File: config.mk
export PLATFORM = sky130hd
export DESIGN_NAME = xor_stream_cipher_flat
export DESIGN_NICKNAME = d
export VERILOG_FILES = /design/src/rtl/xor_stream_cipher_pkg.sv /design/src/rtl/xor_stream_cipher_if.sv /design/src/rtl/xor_stream_cipher_keystream_gen.sv /design/src/rtl/xor_stream_cipher.sv /design/src/flat_wrapper.sv
export SDC_FILE = /design/constraint.sdc
export NUM_CORES = 1
export LEC_CHECK = 0
export BUFFER_PORTS_ARGS = -buffer_cell sky130_fd_sc_hd__buf_4
export CORE_AREA = 2 2 148 150
export DETAILED_ROUTE_END_ITERATION = 10
export DIE_AREA = 0 0 150 152
export PLACE_DENSITY = 0.55
export SYNTH_ARGS = -nofsm -noshare
export SYNTH_HDL_FRONTEND = slang
export SYNTH_SLANG_ARGS = --single-unit
export TNS_END_PERCENT = 20
File: constraint.sdc
create_clock -name clk -period 2.7 [get_ports clk]
set_clock_uncertainty 0.1 [all_clocks]
set_input_delay 0.135 -clock clk [delete_from_list [all_inputs] [get_ports clk]]
set_output_delay 0.135 -clock clk [all_outputs]
set_load 0.01 [all_outputs]
File: src/rtl/xor_stream_cipher_pkg.sv
// -----------------------------------------------------------------------------
// cipher_pkg
// Shared definitions for the xor_stream_cipher block: FSM state encoding,
// keystream mode constants and the default LFSR feedback mask.
// No ports (package).
// -----------------------------------------------------------------------------
package cipher_pkg;

  // Top-level control states
  typedef enum logic [1:0] {
    IDLE  = 2'd0,
    CRYPT = 2'd1,
    SHIFT = 2'd2
  } state_t;

  // Keystream selection, sampled from iMode when encryption starts
  localparam logic MODE_REPEAT = 1'b0;
  localparam logic MODE_LFSR   = 1'b1;

  // Galois feedback mask used when the caller does not override LFSR_TAPS
  localparam logic [7:0] DEFAULT_LFSR_TAPS = 8'hB8;

endpackage

File: src/rtl/xor_stream_cipher_if.sv
// -----------------------------------------------------------------------------
// xor_stream_cipher_if
// Serial data/flag bundle between the pin wrapper (master) and the cipher
// core (slave).
//   iData_in            serial data in, MSB first
//   iKey_flag/iMsg_flag iData_in carries a key / message bit
//   iMode               0 = repeating key, 1 = LFSR keystream
//   oBusy               core is in CRYPT or SHIFT
//   oEncryption_status  high during CRYPT cycles only
//   oData_flag/oData_out serial ciphertext, MSB first
//   oDone               one-cycle pulse after the last ciphertext bit
// -----------------------------------------------------------------------------
interface xor_stream_cipher_if;

  logic iData_in;
  logic iKey_flag;
  logic iMsg_flag;
  logic iMode;
  logic oBusy;
  logic oEncryption_status;
  logic oData_flag;
  logic oData_out;
  logic oDone;

  modport master (
    output iData_in, iKey_flag, iMsg_flag, iMode,
    input  oBusy, oEncryption_status, oData_flag, oData_out, oDone
  );

  modport slave (
    input  iData_in, iKey_flag, iMsg_flag, iMode,
    output oBusy, oEncryption_status, oData_flag, oData_out, oDone
  );

endinterface

File: src/rtl/xor_stream_cipher_keystream_gen.sv
// -----------------------------------------------------------------------------
// keystream_gen
// Produces one KEY_SIZE-bit keystream word per CRYPT cycle. The word register
// is seeded with the key; in LFSR mode each step advances it as a Galois LFSR,
// in repeat mode it simply holds the key.
//   clk, rst (sync, active-high), ena (freeze when low)
//   i_load  load i_seed into the word register (takes priority over step)
//   i_seed  key word
//   i_step  advance to the next keystream word
//   i_mode  MODE_REPEAT / MODE_LFSR
//   o_word  current keystream word
// -----------------------------------------------------------------------------
module keystream_gen
  import cipher_pkg::*;
#(
  parameter int                  KEY_SIZE  = 8,
  parameter logic [KEY_SIZE-1:0] LFSR_TAPS = KEY_SIZE'(DEFAULT_LFSR_TAPS)
) (
  input  logic                clk,
  input  logic                rst,
  input  logic                ena,
  input  logic                i_load,
  input  logic [KEY_SIZE-1:0] i_seed,
  input  logic                i_step,
  input  logic                i_mode,
  output logic [KEY_SIZE-1:0] o_word
);

  logic [KEY_SIZE-1:0] r_lfsr;
  logic [KEY_SIZE-1:0] w_lfsr_next;

  // Galois step: shift right, fold the taps in when the dropped bit was 1.
  // An all-zero seed stays all-zero, which is an accepted keystream.
  assign w_lfsr_next = (r_lfsr >> 1) ^ (r_lfsr[0] ? LFSR_TAPS : {KEY_SIZE{1'b0}});

  // Keystream word register: seed on load, advance only in LFSR mode
  always_ff @(posedge clk) begin
    if (rst) begin
      r_lfsr <= {KEY_SIZE{1'b0}};
    end else if (ena) begin
      if (i_load) begin
        r_lfsr <= i_seed;
      end else if (i_step && (i_mode == MODE_LFSR)) begin
        r_lfsr <= w_lfsr_next;
      end else begin
        r_lfsr <= r_lfsr;
      end
    end
  end

  assign o_word = r_lfsr;

endmodule

File: src/rtl/xor_stream_cipher.sv
// -----------------------------------------------------------------------------
// xor_stream_cipher
// Serially loads a KEY_SIZE-bit key and a MSG_SIZE-bit message, XORs the
// message chunk by chunk (one KEY_SIZE chunk per CRYPT cycle) with a repeating
// key or an LFSR keystream, then shifts the ciphertext out MSB first.
//   clk  single clock
//   rst  synchronous, active-high reset
//   ena  global enable; low freezes every register
//   bus  xor_stream_cipher_if.slave (serial data, flags, mode, status)
// -----------------------------------------------------------------------------
module xor_stream_cipher
  import cipher_pkg::*;
#(
  parameter int                  MSG_SIZE  = 64,
  parameter int                  KEY_SIZE  = 8,
  parameter logic [KEY_SIZE-1:0] LFSR_TAPS = KEY_SIZE'(DEFAULT_LFSR_TAPS)
) (
  input  logic              clk,
  input  logic              rst,
  input  logic              ena,
  xor_stream_cipher_if.slave bus
);

  localparam int N_CHUNKS = MSG_SIZE / KEY_SIZE;
  localparam int KCW      = $clog2(KEY_SIZE) + 1;
  localparam int MCW      = $clog2(MSG_SIZE) + 1;
  localparam int CCW      = $clog2(N_CHUNKS) + 1;

  state_t              r_state;
  state_t              w_state_next;
  logic                w_crypt_start;
  logic                w_shift_done;

  logic [KEY_SIZE-1:0] r_key;
  logic [KCW-1:0]      r_key_cnt;
  logic                r_key_used;
  logic [MSG_SIZE-1:0] r_msg;
  logic [MCW-1:0]      r_msg_cnt;
  logic [MSG_SIZE-1:0] r_ct;
  logic [CCW-1:0]      r_chunk_cnt;
  logic [MCW-1:0]      r_bit_cnt;
  logic                r_mode;

  logic                r_busy;
  logic                r_enc;
  logic                r_dflag;
  logic                r_dout;
  logic                r_done;

  logic [KEY_SIZE-1:0] w_ks;
  logic [KEY_SIZE-1:0] w_ct_word;
  logic [MSG_SIZE-1:0] w_ct_next;

  // Next-state logic
  always_comb begin
    w_state_next  = r_state;
    w_crypt_start = 1'b0;
    case (r_state)
      IDLE: begin
        if ((r_key_cnt == KCW'(KEY_SIZE)) && (r_msg_cnt == MCW'(MSG_SIZE)) &&
            !bus.iKey_flag && !bus.iMsg_flag) begin
          w_state_next  = CRYPT;
          w_crypt_start = 1'b1;
        end else begin
          w_state_next  = IDLE;
        end
      end
      CRYPT: begin
        if (r_chunk_cnt == CCW'(N_CHUNKS - 1)) begin
          w_state_next = SHIFT;
        end else begin
          w_state_next = CRYPT;
        end
      end
      SHIFT: begin
        if (r_bit_cnt == MCW'(MSG_SIZE - 1)) begin
          w_state_next = IDLE;
        end else begin
          w_state_next = SHIFT;
        end
      end
      default: begin
        w_state_next = IDLE;
      end
    endcase
  end

  assign w_shift_done = (r_state == SHIFT) && (w_state_next == IDLE);

  // The chunk in flight is always the message MSBs because the message
  // register shifts left by one chunk each CRYPT cycle. The ciphertext
  // accumulates the same way, so chunk 0 ends up at the MSB.
  assign w_ct_word = r_msg[MSG_SIZE-1 -: KEY_SIZE] ^ w_ks;
  assign w_ct_next = (r_ct << KEY_SIZE) | MSG_SIZE'(w_ct_word);

  keystream_gen #(
    .KEY_SIZE  (KEY_SIZE),
    .LFSR_TAPS (LFSR_TAPS)
  ) u_keystream (
    .clk    (clk),
    .rst    (rst),
    .ena    (ena),
    .i_load (w_crypt_start),
    .i_seed (r_key),
    .i_step (r_state == CRYPT),
    .i_mode (r_mode),
    .o_word (w_ks)
  );

  // FSM state register
  always_ff @(posedge clk) begin
    if (rst) begin
      r_state <= IDLE;
    end else if (ena) begin
      r_state <= w_state_next;
    end
  end

  // Key shift register; a finished encryption marks the key as reusable so a
  // later key bit starts a fresh load instead of being dropped by saturation
  always_ff @(posedge clk) begin
    if (rst) begin
      r_key      <= {KEY_SIZE{1'b0}};
      r_key_cnt  <= {KCW{1'b0}};
      r_key_used <= 1'b0;
    end else if (ena) begin
      if (w_shift_done) begin
        r_key_used <= 1'b1;
      end else if ((r_state == IDLE) && bus.iKey_flag) begin
        if (r_key_used) begin
          r_key      <= {r_key[KEY_SIZE-2:0], bus.iData_in};
          r_key_cnt  <= KCW'(1);
          r_key_used <= 1'b0;
        end else if (r_key_cnt != KCW'(KEY_SIZE)) begin
          r_key      <= {r_key[KEY_SIZE-2:0], bus.iData_in};
          r_key_cnt  <= r_key_cnt + KCW'(1);
        end
      end
    end
  end

  // Message shift register; a key bit on the same cycle wins
  always_ff @(posedge clk) begin
    if (rst) begin
      r_msg     <= {MSG_SIZE{1'b0}};
      r_msg_cnt <= {MCW{1'b0}};
    end else if (ena) begin
      if ((r_state == IDLE) && !bus.iKey_flag && bus.iMsg_flag &&
          (r_msg_cnt != MCW'(MSG_SIZE))) begin
        r_msg     <= {r_msg[MSG_SIZE-2:0], bus.iData_in};
        r_msg_cnt <= r_msg_cnt + MCW'(1);
      end else if (r_state == CRYPT) begin
        r_msg     <= r_msg << KEY_SIZE;
      end else if (w_shift_done) begin
        r_msg_cnt <= {MCW{1'b0}};
      end
    end
  end

  // Keystream mode is captured once so it cannot change mid-message
  always_ff @(posedge clk) begin
    if (rst) begin
      r_mode <= MODE_REPEAT;
    end else if (ena && w_crypt_start) begin
      r_mode <= bus.iMode;
    end
  end

  // Ciphertext datapath: chunk accumulation in CRYPT, serialisation in SHIFT.
  // The first output bit is taken from w_ct_next so it is ready on the edge
  // that enters SHIFT, even when there is only one chunk.
  always_ff @(posedge clk) begin
    if (rst) begin
      r_ct        <= {MSG_SIZE{1'b0}};
      r_chunk_cnt <= {CCW{1'b0}};
      r_bit_cnt   <= {MCW{1'b0}};
      r_dout      <= 1'b0;
    end else if (ena) begin
      case (r_state)
        IDLE: begin
          r_chunk_cnt <= {CCW{1'b0}};
          r_bit_cnt   <= {MCW{1'b0}};
          r_dout      <= 1'b0;
        end
        CRYPT: begin
          r_chunk_cnt <= r_chunk_cnt + CCW'(1);
          if (w_state_next == SHIFT) begin
            r_ct   <= {w_ct_next[MSG_SIZE-2:0], 1'b0};
            r_dout <= w_ct_next[MSG_SIZE-1];
          end else begin
            r_ct   <= w_ct_next;
            r_dout <= 1'b0;
          end
        end
        SHIFT: begin
          r_bit_cnt <= r_bit_cnt + MCW'(1);
          r_ct      <= {r_ct[MSG_SIZE-2:0], 1'b0};
          r_dout    <= w_shift_done ? 1'b0 : r_ct[MSG_SIZE-1];
        end
        default: begin
          r_dout <= 1'b0;
        end
      endcase
    end
  end

  // Status outputs registered from the next state so they align with it
  always_ff @(posedge clk) begin
    if (rst) begin
      r_busy  <= 1'b0;
      r_enc   <= 1'b0;
      r_dflag <= 1'b0;
      r_done  <= 1'b0;
    end else if (ena) begin
      r_busy  <= (w_state_next != IDLE);
      r_enc   <= (w_state_next == CRYPT);
      r_dflag <= (w_state_next == SHIFT);
      r_done  <= w_shift_done;
    end
  end

  assign bus.oBusy              = r_busy;
  assign bus.oEncryption_status = r_enc;
  assign bus.oData_flag         = r_dflag;
  assign bus.oData_out          = r_dout;
  assign bus.oDone              = r_done;

endmodule

File: src/flat_wrapper.sv
// flat-port wrapper written by rule: the top's interface ports become plain ports
module xor_stream_cipher_flat import cipher_pkg::*;
#(
  parameter int                  MSG_SIZE  = 64,
  parameter int                  KEY_SIZE  = 8,
  parameter logic [KEY_SIZE-1:0] LFSR_TAPS = KEY_SIZE'(DEFAULT_LFSR_TAPS)
)
  (clk, rst, ena, bus_iData_in, bus_iKey_flag, bus_iMsg_flag, bus_iMode, bus_oBusy, bus_oEncryption_status, bus_oData_flag, bus_oData_out, bus_oDone);
  xor_stream_cipher_if bus_i ();
  input  logic clk;
  input  logic rst;
  input  logic ena;
  input wire logic [$bits(bus_i.iData_in)-1:0] bus_iData_in;
  input wire logic [$bits(bus_i.iKey_flag)-1:0] bus_iKey_flag;
  input wire logic [$bits(bus_i.iMsg_flag)-1:0] bus_iMsg_flag;
  input wire logic [$bits(bus_i.iMode)-1:0] bus_iMode;
  output wire logic [$bits(bus_i.oBusy)-1:0] bus_oBusy;
  output wire logic [$bits(bus_i.oEncryption_status)-1:0] bus_oEncryption_status;
  output wire logic [$bits(bus_i.oData_flag)-1:0] bus_oData_flag;
  output wire logic [$bits(bus_i.oData_out)-1:0] bus_oData_out;
  output wire logic [$bits(bus_i.oDone)-1:0] bus_oDone;
  assign bus_i.iData_in = bus_iData_in;
  assign bus_i.iKey_flag = bus_iKey_flag;
  assign bus_i.iMsg_flag = bus_iMsg_flag;
  assign bus_i.iMode = bus_iMode;
  assign bus_oBusy = bus_i.oBusy;
  assign bus_oEncryption_status = bus_i.oEncryption_status;
  assign bus_oData_flag = bus_i.oData_flag;
  assign bus_oData_out = bus_i.oData_out;
  assign bus_oDone = bus_i.oDone;
  xor_stream_cipher #(.MSG_SIZE(MSG_SIZE), .KEY_SIZE(KEY_SIZE), .LFSR_TAPS(LFSR_TAPS)) u_core (.clk(clk), .rst(rst), .ena(ena), .bus(bus_i));
endmodule
# Word-level counts from Yosys, hierarchy flattened
# Index checks and enable logic that the tools add are counted.
dict set report classes {
  n_reduce_logical 31
  n_eq_ne 11
  n_bitwise 4
  addsub 4
  muxes 27
}
# op n
set op_table {}
lappend op_table {{$mux 64} 3}
lappend op_table {{$pmux 64 s2} 1}
lappend op_table {{$or 64x8->64} 1}
lappend op_table {{$mux 8} 5}
lappend op_table {{$mux 7} 3}
lappend op_table {{$reduce_bool 2->1} 9}
lappend op_table {{$add 7x1->7 const B} 2}
lappend op_table {{$pmux 7 s2} 1}
lappend op_table {{$reduce_and 2->1} 6}
lappend op_table {{$logic_and 1x1->1} 10}
lappend op_table {{$add 4x1->4 const B} 2}
lappend op_table {{$mux 4} 2}
lappend op_table {{$pmux 4 s2} 1}
lappend op_table {{$xor 7x8->8} 1}
lappend op_table {{$xor 8x8->8} 1}
lappend op_table {{$eq 7x6->1 const B} 1}
lappend op_table {{$eq 7x7->1 const B} 1}
lappend op_table {{$mux 1} 7}
lappend op_table {{$ne 7x7->1 const B} 1}
lappend op_table {{$pmux 2 s3} 1}
lappend op_table {{$eq 2x1->1 const B} 2}
lappend op_table {{$eq 2x2->1 const B} 2}
lappend op_table {{$eq 4x3->1 const B} 1}
lappend op_table {{$eq 4x4->1 const B} 1}
lappend op_table {{9 further kinds} 12}
dict set report totals {
  output_inout_bits 5
  elab_cells 93
  ff_bits 175
}

# Longest topological paths before layout
dict set report depth {
  depth_word 11
  mapped_depth 12
}

# By module
# A second synthesis with hierarchy kept.
dict set report hier_totals {
  hier_cells 934
  area_unflattened_um2 8404.3
}
# mod cells_each n_inst area_each_um2 seq_area_each_um2
set by_module_without_submodules {}
lappend by_module_without_submodules {xor_stream_cipher 893 1 7998.9 3343.2}
lappend by_module_without_submodules {keystream_gen 41 1 405.4 160.2}

# Least setup slack after synthesis
# Ideal clock, no wire load.
dict set report synth_path {
  path_type {register to register}
  start {register u_core.r_state[0]}
  end {register u_core.r_key[7]}
  path_stages_with_launch 11
  n_path_buf 2
  slack_ns 0.031
  arrival_ns 2.441
  required_ns 2.472
  path_cell_list {dfxtp_1 > inv_1 > ha_1 > or3b_2 > or4_1 > buf_6 > a41oi_4 > o21a_1 > buf_6 > mux2i_1 > nor2_1}
}
dict set report synth_between {
  elab_chain_len 6
}
# item line
set synth_rtl {}
lappend synth_rtl {{from (decl)} xor_stream_cipher.sv:29} ;# state_t r_state;
lappend synth_rtl {{from (signal assigned)} xor_stream_cipher.sv:115} ;# r_state <= w_state_next;
lappend synth_rtl {{$eq 2x2->1, or another cell as far along} {xor_stream_cipher.sv:58, xor_stream_cipher.sv:88}}
lappend synth_rtl {{$pmux 2 s3} xor_stream_cipher.sv:58} ;# case (r_state)
lappend synth_rtl {{$logic_not 2->1} xor_stream_cipher.sv:88} ;# assign w_shift_done = (r_state == SHIFT) && (w_state_next == IDLE);
lappend synth_rtl {{$logic_and 1x1->1} xor_stream_cipher.sv:88}
lappend synth_rtl {{$not 1->1 (no line)} --}
lappend synth_rtl {{$reduce_and 4->1 (no line) (*)} --}
lappend synth_rtl {{to (signal assigned)} xor_stream_cipher.sv:123} ;# r_key <= {KEY_SIZE{1'b0}};
lappend synth_rtl {{to (signal assigned)} xor_stream_cipher.sv:131} ;# r_key <= {r_key[KEY_SIZE-2:0], bus.iData_in};
lappend synth_rtl {{to (signal assigned)} xor_stream_cipher.sv:135} ;# r_key <= {r_key[KEY_SIZE-2:0], bus.iData_in};
lappend synth_rtl {{to (decl)} xor_stream_cipher.sv:34} ;# logic [KEY_SIZE-1:0] r_key;
# Mark *: on every way between the ends. The rest lies on a longest branch, timed or not.
# A chain may end at the register's enable or synchronous reset.

# Worst setup path after layout
dict set report layout_path {
  start {register u_core.r_state[0]}
  end {register u_core.r_key[2]}
}
# Same word-level chain as after synthesis.

==> reports/metrics.csv <==
metric,value,unit
P_sw,1.20,mW
mux cell area share after synthesis,16.1,%
DRC errors left,0,
synth warn,0,
Placer Congestion,0.798,
Most used DFF post-synth,dfxtp_1,
Rows,54,
nets,939,
Hold Crit Start,rst,
fraction of registers with async set/reset,0,%
vias in the first global route,6276,
Starting Density,39.1,%
met1 global-route usage,22.4,%
library cells used by synthesis,46,
"Clk Latency, worst-skew pair",0.42,ns
RR Endpoint,u_core.r_key[2],
"EDFF count, synth",0,
antenna-violating nets left,0,
CTS tree,yes,
busiest grt layer,met2,
reg2reg start,u_core.r_state[0],
Compound-Gate Fraction of Synth Area,19.4,%
met3 usage,3.03,%
Post-Syn Nets,958,
"flops & latches, synth",175,
worst path buffer plus inverter count,2,
fraction of final layout cells sized beyond drive strength 1,9.31,%
total grt overflow,0,
first drt pass iteration count,5,
Via-to-Cell Ratio,5.39,
Die ar.,22800,um2
flop-to-flop setup slack,0.14,ns
fill count,2140,
Worst path depth,9,
crit end category,flip-flop,
leakage power,3.24,nW
Worst Tran Pin Value,0.953,ns
status,"complete, no violations",
Die Width,150,um
power share of the combinational group,4.9,%
All-Layer GR Usage,16.4,%
Routed WL,18.3,mm
WL/cell,15.1,um
ANT cells,0,
Syn Area/Cell,8.88,um2
CP Launch Type,flip-flop,
clock share of power,45.2,%
1st-iter DRT viols,334,
Seq pwr share,49.9,%
Die Y,152,um
max-slew violation count,0,
global-route wire length before repair,31.3,mm
post-synthesis sequential area ratio,41.9,%
Clock Tree Root,clkbuf_16,
type of the most critical hold path,primary input to flip-flop,
IO Pins,12,
unrepaired setup endpoints after global routing,true,
DP HPWL,11.2,mm
post-place setup slack,0.0930,ns
Finish-stage setup viols,0,
relative slew slack,36.5,%
highest clock rate,391,MHz
Required @ worst endpoint,2.90,ns
Max stage delay on crit path,0.48,ns
critical-path maximum fanout,8,
Syn-to-layout area delta,12.7,%
initial antenna violation count,0,
area of the multi-input gates,4490,um2
"Worst Path Class, Setup",flip-flop to flip-flop,
register area,3500,um2
VDD IR max,0.504,mV
Hold EP,u_core.r_ct[0],
r2r worst-path depth,9,
"CTS clk-pin slew, worst paths",0.06,ns
met2 usage,26.2,%
clock buffer depth,2,
data arrival time of the worst path,2.75,ns
"Worst Setup Slack, final",0.141,ns
largest family of logic cells by synthesized area,compound AO/OA/AOI/OAI gates,
final hold violation count,0,
cts bufs inserted,17,
Clock H-tree levels,4,
PD cells,568,nW/um2
period utilization,94.8,%
post-synthesis xor/xnor area fraction,2.10,%
Post-Syn Area,8360,um2
Synth Area in Adders,1.50,%
switching share of power,22.5,%
port buffer count,11,
Hold Path Stages,2,
CORE AREA,21400,um2
cell family with most CP delay,simple AND/OR/NAND/NOR gates,
internal power,4.15,mW
Total Power Consumption,5.35,mW
Syn Inst Count,941,
CTS sink count,175,
min cycle time layout,2.56,ns
CP Cell Sequence,"inv_1, ha_1, or3b_2, or4_4, a41oi_4, o21a_1, buf_12, mux2i_1, nor2_1",
synthesized-area fraction occupied by and/or/nand/nor cells,14.3,%
max-cap viol count,0,
via count,6544,
Crit-path slowest cell,or3b_2,
largest net degree at the start of global routing,113,
[through the flow]
stage | util [%] | cells | setup TNS, ns | instance area [um2] | hold slack (ns)
after global routing | 44.1 | 1214 | -0.00119 | 9420 | 0.0669
after CTS | 44.1 | 1214 | 0 | 9420 | 0.0379
after global placement | 41.3 | 1180 | 0 | 8810 | 0.278
after detailed placement | 41.3 | 1180 | 0 | 8810 | 0.288
final | 44.1 | 1214 | 0 | 9420 | 0.0531
after floorplan | - | 941 | 0 | 8360 | 0.179
[layout by cell type (no fill, tap or decap), drive strengths merged, types with 10 or more instances in the layout]
cell,count
dfxtp,175
mux2i,134
nor2,125
a21oi,84
and3,62
a211oi,56
o22ai,56
buf,45
nand2,28
o21ai,24
clkbuf,22
xnor2,12
inv,12
a22oi,10
ha,10
[sequential cells by signal, summed over array words and instances (netlist names), 2 cells and up]
name,flops
u_core.r_bit_cnt,7
u_core.r_chunk_cnt,4
u_core.r_ct,64
u_core.r_key,8
u_core.r_key_cnt,4
u_core.r_msg,64
u_core.r_msg_cnt,7
u_core.r_state,2
u_core.u_keystream.o_word,8
[synthesized netlist by cell type (2+ instances only)]
cell type | count | share of area [%]
o2111ai_1 | 3 | 0.31
xnor2_1 | 12 | 1.3
a31oi_1 | 2 | 0.15
clkbuf_1 | 68 | 3.1
buf_6 | 2 | 0.27
mux2i_1 | 134 | 16
a22oi_1 | 10 | 0.90
ha_1 | 10 | 1.5
buf_2 | 15 | 0.90
nand3b_1 | 3 | 0.27
inv_1 | 10 | 0.45
a21oi_1 | 84 | 5.0
a311oi_1 | 5 | 0.52
nand3_1 | 6 | 0.36
and3_1 | 62 | 4.6
a211oi_1 | 56 | 5.0
or3_1 | 2 | 0.15
nand4_1 | 4 | 0.30
o22ai_1 | 56 | 4.2
and2_1 | 4 | 0.30
nor3_1 | 2 | 0.12
dfxtp_1 | 175 | 42
o41ai_1 | 2 | 0.21
nand2_1 | 28 | 1.3
nor2_1 | 125 | 5.6
nand2b_1 | 7 | 0.52
a21o_1 | 2 | 0.18
a32oi_1 | 3 | 0.31
o21ai_0 | 23 | 1.4
xor2_1 | 8 | 0.84
o21a_1 | 3 | 0.27
[worst max-delay path by stage]
stage	from	to	slack, ns
3_5_place_dp	u_core.r_state[0]	u_core.r_key[2]	0.09
5_1_grt	u_core.r_state[0]	u_core.r_ct[0]	-0.001
2_1_floorplan	u_core.r_state[0]	u_core.r_key[7]	0.03
4_1_cts	u_core.r_state[0]	u_core.r_key[2]	0.07
6_report	u_core.r_state[0]	u_core.r_key[2]	0.14
3_3_place_gp	u_core.r_state[0]	u_core.r_key[0]	0.16
[cell type report]
class                   count  share of cell area, %
clock inverters             9                   1.14
flip-flops and latches    175                   37.2
inverters                  10                  0.398
well taps                 280                   3.72
repair buffers             48                   4.97
multi-input cells         670                   47.7
clock buffers              22                   4.93
[per-layer routing]
| layer | share of wire [%] | wire (um) | vias to the layer above |
|---|---|---|---|
| met5 | 0 | 0 | - |
| met4 | 0.97 | 177 | 0 |
| met3 | 1.7 | 303 | 8 |
| met2 | 48 | 8870 | 42 |
| met1 | 49 | 8940 | 3098 |
| li1 | - | - | 3396 |
[kinds of logic after synthesis]
group / Yosys count
simple gates: 250
fa+ha+maj: 10
buf+inv: 96
xor+xnor: 20
mux: 134
flops: 175
compound gates: 256
[power by group through the flow]
stage          sequential [mW]  combinational (mW)  clock [mW]
6_report                  2.67               0.264        2.42
5_1_grt                   2.67               0.297        2.59
4_1_cts                   2.67               0.267        2.49
3_5_place_dp              2.73               0.262           0
3_3_place_gp              2.73               0.261           0
2_1_floorplan             2.71               0.206           0
[what timing repair did]
action                                  CTS  global route
resized for setup                         0             1
hold buffers                              3             0
endpoints found under the setup margin    0             7
setup buffers                             0             0
hold endpoints to repair                  4             0
Power figures use the tool's default switching activity.
